`config.mk`:
```
export PLATFORM = sky130hd
export DESIGN_NAME = multicycle_control
export DESIGN_NICKNAME = d
export VERILOG_FILES = /design/src/rtl/multicycle_control.sv
export SDC_FILE = /design/constraint.sdc
export NUM_CORES = 1
export LEC_CHECK = 0
export ABC_AREA = 0
export CAP_MARGIN = 20
export CORE_ASPECT_RATIO = 1.75
export CORE_UTILIZATION = 55
export DETAILED_ROUTE_END_ITERATION = 10
export DONT_BUFFER_PORTS = 1
export GPL_TIMING_DRIVEN = 0
export HOLD_SLACK_MARGIN = 0.03
export PLACE_DENSITY = 0.82
export SYNTH_ARGS = -nofsm -noshare
export SYNTH_HDL_FRONTEND = slang
export SYNTH_SLANG_ARGS = --single-unit
```
`constraint.sdc`:
```
create_clock -name clk -period 2 [get_ports clk]
set_input_delay 0.1 -clock clk [delete_from_list [all_inputs] [get_ports clk]]
set_output_delay 0.1 -clock clk [all_outputs]
set_load 0.1 [all_outputs]
```
`src/rtl/multicycle_control.sv`:
```
// multicycle_control: IF/ID/EX/MEM/WB control FSM for the multi-cycle MIPS datapath.
// Define MC_INTERRUPT_EN to add irq/irq_ack/EPCWrite and the one-cycle IRQ state.
module multicycle_control #(
    parameter int         MEM_WAIT_MAX = 16,
    parameter logic [1:0] EXC_PCSRC    = 2'd3
) (
    input  logic       clk,
    input  logic       reset,
    input  logic [5:0] OpCode,
    input  logic [5:0] Funct,
    input  logic       mem_ready,
`ifdef MC_INTERRUPT_EN
    input  logic       irq,
    output logic       irq_ack,
    output logic       EPCWrite,
`endif
    output logic       PCWrite,
    output logic       PCWriteCond,
    output logic [1:0] PCSrc,
    output logic       IorD,
    output logic       MemRead,
    output logic       MemWrite,
    output logic       IRWrite,
    output logic       RegWrite,
    output logic [1:0] RegDst,
    output logic [1:0] MemtoReg,
    output logic [1:0] ALUSrcA,
    output logic [1:0] ALUSrcB,
    output logic       ExtOp,
    output logic       LuOp,
    output logic [5:0] ALUFun,
    output logic       illegal_op,
    output logic       bus_error
);
    typedef enum logic [2:0] {
        S_IF = 3'd0, S_ID = 3'd1, S_EX = 3'd2, S_MEM = 3'd3, S_WB = 3'd4, S_ERR = 3'd5, S_IRQ = 3'd6
    } state_t;

    localparam logic [5:0] ALU_ADD = 6'b000000, ALU_SUB = 6'b000001, ALU_AND = 6'b011000;
    localparam logic [5:0] ALU_OR  = 6'b011110, ALU_XOR = 6'b010110, ALU_NOR = 6'b010001;
    localparam logic [5:0] ALU_SLL = 6'b100000, ALU_SRL = 6'b100001, ALU_SRA = 6'b100011;
    localparam logic [5:0] ALU_EQ  = 6'b110011, ALU_NE  = 6'b110001, ALU_LT  = 6'b110101;
    localparam logic [5:0] ALU_LEZ = 6'b111101, ALU_GTZ = 6'b111011, ALU_LTZ = 6'b111111;
    localparam logic [1:0] JR_PCSRC  = 2'd3;
    localparam logic [7:0] WAIT_LAST = 8'(MEM_WAIT_MAX - 1);

    state_t     state_q, state_d;
    logic [7:0] cnt_q, cnt_d;
    logic       illegal_q, illegal_d, bus_q, bus_d;
    logic [5:0] r_alu, op_alu;
    logic       r_ok, op_ok, waiting, timeout, irq_take;
    logic       is_r, is_j, is_jal, is_jr, is_jalr, is_jump, is_br, is_lw, is_sw, is_iarith, is_shift;

    assign is_r      = OpCode == 6'h00;
    assign is_j      = OpCode == 6'h02;
    assign is_jal    = OpCode == 6'h03;
    assign is_jr     = is_r && Funct == 6'h08;
    assign is_jalr   = is_r && Funct == 6'h09;
    assign is_jump   = is_j || is_jal || is_jr || is_jalr;
    assign is_br     = OpCode == 6'h01 || OpCode[5:2] == 4'b0001;
    assign is_lw     = OpCode == 6'h23;
    assign is_sw     = OpCode == 6'h2B;
    assign is_iarith = OpCode[5:3] == 3'b001;
    assign is_shift  = is_r && (Funct == 6'h00 || Funct == 6'h02 || Funct == 6'h03);
    assign waiting   = (state_q == S_IF || state_q == S_MEM) && !mem_ready;
`ifdef MC_INTERRUPT_EN
    assign irq_take  = state_q == S_IF && irq && cnt_q == 8'd0;
`else
    assign irq_take  = 1'b0;
`endif
    assign timeout   = waiting && !irq_take && cnt_q == WAIT_LAST;
    assign illegal_op = illegal_q;
    assign bus_error  = bus_q;

    always_comb begin
        r_alu = ALU_ADD;
        r_ok  = 1'b1;
        case (Funct)
            6'h00: r_alu = ALU_SLL;
            6'h02: r_alu = ALU_SRL;
            6'h03: r_alu = ALU_SRA;
            6'h08, 6'h09, 6'h20, 6'h21: r_alu = ALU_ADD;
            6'h22, 6'h23: r_alu = ALU_SUB;
            6'h24: r_alu = ALU_AND;
            6'h25: r_alu = ALU_OR;
            6'h26: r_alu = ALU_XOR;
            6'h27: r_alu = ALU_NOR;
            6'h2A, 6'h2B: r_alu = ALU_LT;
            default: r_ok = 1'b0;
        endcase
        op_alu = ALU_ADD;
        op_ok  = 1'b1;
        case (OpCode)
            6'h00: begin
                op_alu = r_alu;
                op_ok  = r_ok;
            end
            6'h01: op_alu = ALU_LTZ;
            6'h04: op_alu = ALU_EQ;
            6'h05: op_alu = ALU_NE;
            6'h06: op_alu = ALU_LEZ;
            6'h07: op_alu = ALU_GTZ;
            6'h02, 6'h03, 6'h08, 6'h09, 6'h0F, 6'h23, 6'h2B: op_alu = ALU_ADD;
            6'h0A, 6'h0B: op_alu = ALU_LT;
            6'h0C: op_alu = ALU_AND;
            6'h0D: op_alu = ALU_OR;
            6'h0E: op_alu = ALU_XOR;
            default: op_ok = 1'b0;
        endcase
    end

    // Outputs are decoded from state and inputs so the memory handshake acts in the same cycle.
    always_comb begin
        state_d     = state_q;
        PCWrite     = 1'b0;
        PCWriteCond = 1'b0;
        PCSrc       = 2'd0;
        IorD        = 1'b0;
        MemRead     = 1'b0;
        MemWrite    = 1'b0;
        IRWrite     = 1'b0;
        RegWrite    = 1'b0;
        RegDst      = 2'd0;
        MemtoReg    = 2'd0;
        ALUSrcA     = 2'd0;
        ALUSrcB     = 2'd0;
        ExtOp       = 1'b0;
        LuOp        = 1'b0;
        ALUFun      = ALU_ADD;
`ifdef MC_INTERRUPT_EN
        irq_ack     = 1'b0;
        EPCWrite    = 1'b0;
`endif
        if (reset) begin
            case (state_q)
                S_IF: begin
                    ALUSrcB = 2'd1;
                    MemRead = !irq_take;
                    IRWrite = mem_ready && !irq_take;
                    PCWrite = mem_ready && !irq_take;
                    state_d = irq_take ? S_IRQ : mem_ready ? S_ID : timeout ? S_ERR : S_IF;
                end
                S_ID: begin
                    ALUSrcB  = 2'd3;
                    ExtOp    = 1'b1;
                    PCWrite  = is_jump;
                    PCSrc    = (is_jr || is_jalr) ? JR_PCSRC : (is_j || is_jal) ? 2'd2 : 2'd0;
                    RegWrite = is_jal || is_jalr;
                    RegDst   = is_jal ? 2'd2 : is_jalr ? 2'd1 : 2'd0;
                    MemtoReg = (is_jal || is_jalr) ? 2'd2 : 2'd0;
                    state_d  = !op_ok ? S_ERR : is_jump ? S_IF : S_EX;
                end
                S_EX: begin
                    ALUFun      = op_alu;
                    ExtOp       = !(OpCode == 6'h0B || OpCode == 6'h0C || OpCode == 6'h0D);
                    LuOp        = OpCode == 6'h0F;
                    ALUSrcA     = is_shift ? 2'd2 : 2'd1;
                    ALUSrcB     = (is_r || is_br) ? 2'd0 : 2'd2;
                    PCWriteCond = is_br;
                    PCSrc       = is_br ? 2'd1 : 2'd0;
                    state_d     = (is_r || is_iarith) ? S_WB : (is_lw || is_sw) ? S_MEM : S_IF;
                end
                S_MEM: begin
                    IorD     = 1'b1;
                    MemRead  = is_lw;
                    MemWrite = !is_lw;
                    state_d  = mem_ready ? (is_lw ? S_WB : S_IF) : timeout ? S_ERR : S_MEM;
                end
                S_WB: begin
                    RegWrite = 1'b1;
                    RegDst   = is_r ? 2'd1 : 2'd0;
                    MemtoReg = is_lw ? 2'd1 : 2'd0;
                    state_d  = S_IF;
                end
                S_IRQ: begin
                    PCWrite  = 1'b1;
                    PCSrc    = EXC_PCSRC;
`ifdef MC_INTERRUPT_EN
                    irq_ack  = 1'b1;
                    EPCWrite = 1'b1;
`endif
                    state_d  = S_IF;
                end
                S_ERR: state_d = S_ERR;
                default: state_d = S_IF;
            endcase
        end
        illegal_d = illegal_q || (state_q == S_ID && !op_ok);
        bus_d     = bus_q || timeout;
        cnt_d     = state_d != state_q ? 8'd0 : waiting ? cnt_q + 8'd1 : cnt_q;
    end

    always_ff @(posedge clk) begin
        if (!reset) begin
            state_q   <= S_IF;
            cnt_q     <= 8'd0;
            illegal_q <= 1'b0;
            bus_q     <= 1'b0;
        end else begin
            state_q   <= state_d;
            cnt_q     <= cnt_d;
            illegal_q <= illegal_d;
            bus_q     <= bus_d;
        end
    end
endmodule

```
==> results of run 1 <==
-- power by group --
| part | switching, uW | internal, uW | leakage [uW] |
|---|---|---|---|
| registers | 30.7 | 271 | 0.000106 |
| clock network | 99.0 | 138 | 0.0000255 |
| logic | 309 | 146 | 0.000645 |
| total | 439 | 554 | 0.000777 |
-- cell type report --
type / count / area share [%]
Timing Repair Buffer: 19 / 7.98
Buffer: 17 / 4.90
Multi-Input combinational cell: 192 / 69.9
Tap cell: 26 / 1.52
Inverter: 7 / 1.22
Clock inverter: 1 / 0.233
Clock buffer: 3 / 1.92
Sequential cell: 13 / 12.4
-- cell families (layout without fill, tap and decap cells) --
group,count (synthesis),count (layout)
compound gates,59,59
simple gates,121,121
flops,13,13
mux,2,2
fa+ha+maj,1,1
buf+inv,25,47
xor+xnor,9,9
-- worst paths after layout --
path,start,to,slack [ns],depth (start not counted)
setup / recovery,state_q[2],ALUFun[3],-0.27,6
hold reg to reg,cnt_q[7],cnt_q[7],0.53,2
hold / removal,reset,state_q[1],0.16,4
setup reg to reg,state_q[1],cnt_q[0],0.07,8
-- state kept, by name, summed over array words and instances (netlist names) --
name / flops
state_q: 3
cnt_q: 8
illegal_op: 1
bus_error: 1
-- stage by stage --
step	instance area, um^2	setup TNS (ns)	power, uW	util [%]
finish	2150	-2.16	993	84.1
global placement	1780	-5.88	678	69.7
CTS	2010	-3.74	957	78.8
detailed placement	1820	-6.21	690	71.1
floorplan	1750	-1.78	636	-
global route	2150	-2.99	1030	84.1
-- worst max-delay path, stage by stage, from the launching register on --
cell and delay, ns:
dfxtp_2 0.33, buf_8 0.13, nor2b_4 0.12, nand3b_1 0.17
nor2_2 0.16, o311ai_4 0.15, a221oi_4 0.85
-- cell usage in the layout (no fill, tap or decap), drive strengths merged, types with 2 or more instances in the layout --
cell / count
nor2: 38
buf: 24
nand2: 20
o21ai: 20
clkbuf: 14
dfxtp: 13
a21oi: 12
nor3: 11
and3: 9
nand2b: 8
nor2b: 8
inv: 7
nand4: 7
xor2: 5
nand3: 5
xnor2: 4
nor4: 4
a31oi: 3
a21o: 3
o21a: 3
a21boi: 3
a22oi: 2
nor4b: 2
mux2i: 2
o311ai: 2
o31ai: 2
o211ai: 2
-- layer usage --
metal	vias to the layer above	GRT usage [%]	share of wire [%]
met5	-	0	0
met4	0	23.7	4.7
met3	24	6.05	3.9
met2	76	66.7	58
met1	880	29.7	34
li1	866	-	-
-- what timing repair did --
| item | in CTS | in global routing |
|---|---|---|
| buffers inserted | 9 | 9 |
| hold buffers | 1 | 0 |
| setup endpoints to repair | 32 | 26 |
| pin swaps | 3 | 13 |
| resized for setup | 24 | 30 |
| endpoints found under the hold margin | 1 | 0 |
==> results.yml, run 1 <==
logic_synthesis:
  avgSynthCellArea_um2: 6.60
  ys_seq_area_share_pct: 17.1
  synth_edf_count: 0
  synth.top_cell.area_share_pct: 17.1
  synthFlopType: "dfxtp_1"
  ys_warn_count: 0
  synth.area.top_cells: "dfxtp_1 17%, nor2_1 9.4%, o21ai_0 6.6%, nand2_1 4.9%, a21oi_1 4.0%"
  yosys-top-cells-count: "38 x nor2_1, 20 x nand2_1, 20 x o21ai_0"
  synth-simple-area-share_pct: 43.7
  ys_seq_elements: 13
  yosysTopAreaCell: "dfxtp_1"
  synthCells: 230
  syn-cell-area_mm2: 0.00152
  synth_xor_xnor_area_share_pct: 5.19
  synth_mux_area_share_pct: 1.32
  synth_adder_area_share_pct: 0.824
  synth_top_family_by_area: "simple AND/OR/NAND/NOR gates"
  synth_compound_area_share_pct: 25.3
  synth_cell_types: 51
  synth-async-reset-ratio_pct: 0
  synth_fp_nets: 246
  synth.most_common_cell: "nor2_1"
place:
  place_congestion: 0.914
  placed_cells: 258
  numPortBuffers: 0
  hpwl_mm: 3.60
  preCtsSetupSlack_ns: -0.622
global_routing:
  antenna_found_initial: 0
  gr-total-overflow: 0
  grt_pass1_wl_mm: 8.04
  grt_usage_pct: 34.1
  grt_pass1_vias: 1881
  grt_max_degree: 11
clock_tree:
  clock-root-buffer: "clkbuf_8"
  cts.sinks: 13
  h-tree-depth: 1
  insertion_delay_ns: 0.25
  clockBufferDepth: 2
  cts.clk_slew.worst_paths_ns: 0.06
  cts_buffers: 3
  cts_tree: "built"
run_status:
  failed_checks: "setup timing"
  status: "finished with violations"
power:
  leakage_uw: 0.000777
  irDropWorstVdd_uv: 523
  p_per_area_mw_per_mm2: 463
layout:
  antennaDiodeCount: 0
  fin_nets: 269
  regArea_um2: 265
  num-fill-cells: 156
  multiInputGateArea_mm2: 0.00150
  instances_no_fill: 278
  area_delta_synth_final_pct: 41.4
  layout-drive-gt1-share_pct: 33.7
timing:
  slew_viol_final: 0
  setup_viol: 13
  period_needed_ns: 2.27
  fmax_mhz: 441
  worst_pin_slew_ns: 1.10
  rsz0062_at_grt: "yes"
  hold_viol: 0
  fin_skew_ns: 0.00650
  setup_ws_ns: -0.267
  hold-worst-slack_ns: 0.155
  relSlewSlack_pct: 26.6
  period_share_pct: 113
die:
  fp.dieW_um: 41.7
  coreArea_mm2: 0.00255
  die_height_um: 71.5
  die_area_mm2: 0.00298
  io_pins: 42
  start_util_pct: 59.5
  row_count: 24
worst_setup_path:
  arrival_ns: 2.17
  critPathRequiredTime_ns: 1.90
  critPathLaunchType: "flip-flop"
  cp_max_fo: 5
  end_kind: "output pin"
  crit_type: "reg -> out"
route:
  drt_iter0_markers: 74
  drt.antenna.violating_nets: 0
  vias: 1846
  viasPerCell: 6.64
  drcViolationCount: 0
  detail_route.wl_per_cell_um: 18.6
  first_pass_iters: 4
  routed_wl_mm: 5.17
worst_hold_path:
  min_path_type: "in -> reg"
job:
  cap_violations: 0
Power figures use the tool's default switching activity.
==> inputs of run 2 (changes only) <==
MAX_ROUTING_LAYER = met4   (was unset)
RECOVER_POWER = 50   (was unset)
SLEW_MARGIN = 10   (was unset)
==> run 2 against run 1 <==
Against the previous run: the flow still finishes with violations (setup timing); utilization up 3.6 points; clock skew down 0.0030 ns; global-route usage up 6.7 points; sequential cell count unchanged; total power up 5.2%; fmax up 0.92%; cell area up 4.3%; first-iteration DRC count up 61%; clock power up 5%; non-clock buffer count up 8; critical endpoint is now ALUFun[4]; largest cell class unchanged.
==> results.yml, run 2 (same netlist as run 1, synthesis figures left out) <==
die:
  die_area_mm2: 0.00298
  die_height_um: 71.5
  start_util_pct: 59.5
  coreArea_mm2: 0.00255
  row_count: 24
  io_pins: 42
  fp.dieW_um: 41.7
timing:
  setup_ws_ns: -0.247
  hold_viol: 0
  slew_viol_final: 0
  period_needed_ns: 2.25
  rsz0062_at_grt: "yes"
  setup_viol: 20
  final.setup.tns_ns: -2.14
  hold-worst-slack_ns: 0.0596
  fmax_mhz: 445
  fin_skew_ns: 0.00353
  worst_pin_slew_ns: 1.06
  relSlewSlack_pct: 29.3
  period_share_pct: 112
route:
  first_pass_iters: 7
  viasPerCell: 6.99
  vias: 2000
  drcViolationCount: 0
  detail_route.wl_per_cell_um: 21.5
  drt.antenna.violating_nets: 0
  routed_wl_mm: 6.14
  drt_iter0_markers: 119
global_routing:
  grt_pass1_wl_mm: 9.18
  gr-total-overflow: 0
  grt_pass1_vias: 1891
  grt_usage_pct: 40.8
  antenna_found_initial: 0
  grt_max_degree: 11
layout:
  reg.largest.list: "cnt_q: 8 flops, state_q: 3 flops"
  utilization_pct: 87.7
  layout_common_cells: "29 x nor2_1, 20 x buf_4, 19 x nand2_1, 14 x o21ai_0, 10 x dfxtp_1"
  antennaDiodeCount: 0
  largest_reg_flops: 8
  largest-register: "cnt_q"
  layout_commonest_cell: "nor2_1"
  layout-drive-gt1-share_pct: 36.9
  area_delta_synth_final_pct: 47.4
  fin_nets: 277
clock_tree:
  clock-root-buffer: "clkbuf_8"
  cts.clk_slew.worst_paths_ns: 0.06
  h-tree-depth: 1
  cts.sinks: 13
  clockBufferDepth: 2
  cts_buffers: 3
  cts_tree: "built"
  insertion_delay_ns: 0.26
  hold_buffers: 0
worst_setup_path:
  arrival_ns: 2.15
  critPathLaunchType: "flip-flop"
  r2r_cells: 8
  end_kind: "output pin"
  crit_type: "reg -> out"
  critPathRequiredTime_ns: 1.90
  cp_max_fo: 3
run_status:
  status: "finished with violations"
  failed_checks: "setup timing"
worst_hold_path:
  hold_path_depth: 2
  min_path_type: "in -> reg"
job:
  cap_violations: 0
place:
  numPortBuffers: 0
  place_congestion: 0.923
  preCtsSetupSlack_ns: -0.637
  hpwl_mm: 3.48
power:
  irDropWorstVdd_uv: 664
  power_uw: 1050
  leakage_uw: 0.000839
  p_per_area_mw_per_mm2: 467
## run 2: what timing repair did
item,4_1_cts,5_1_grt
endpoints found under the setup margin,31,27
gates resized for setup,43,21
buffers inserted,18,12
pin swaps,14,14
## run 2: through the flow
stage | instance area, um^2 | std cells
after floorplan | 1750 | 230
after global placement | 1780 | 256
after detailed placement | 1820 | 258
after CTS | 2160 | 279
after global routing | 2240 | 286
final | 2240 | 286
## run 2: final timing paths
kind              start   endpoint  slack (ns)
max reg2reg  state_q[0]   cnt_q[0]       -0.02
min               reset   cnt_q[3]        0.06
min reg2reg    cnt_q[7]   cnt_q[7]        0.53
max          state_q[0]  ALUFun[4]       -0.25
## run 2: layout make-up
class                           instances  area (um^2)
Clock inverter                          1         5.00
Tap cell                               26         32.5
Buffer                                 16         97.6
Fill cell                             128          313
Multi-Input combinational cell        192         1510
Sequential cell                        13          269
Inverter                                7         26.3
Clock buffer                            3         41.3
Timing Repair Buffer                   28          260
## run 2: routing by layer
metal	global-route usage, %	up-vias	share of wire, %
met2	71.0	127	54
li1	-	891	-
met5	-	-	0
met4	29.4	0	8.4
met1	40.2	925	33
met3	5.79	57	5.0
## run 2: critical path, cell delays in order (launching register included)
cell      delay [ns]
dfxtp_4         0.35
buf_8           0.12
nand3b_1        0.25
nor2_2          0.18
o311ai_4        0.13
buf_4           0.18
buf_6           0.13
a21oi_4         0.55
## run 2: power by group
group	switching [uW]	leakage, uW	internal (uW)
registers	29.6	0.000107	271
clock network	110	0.0000255	138
logic	334	0.000706	162
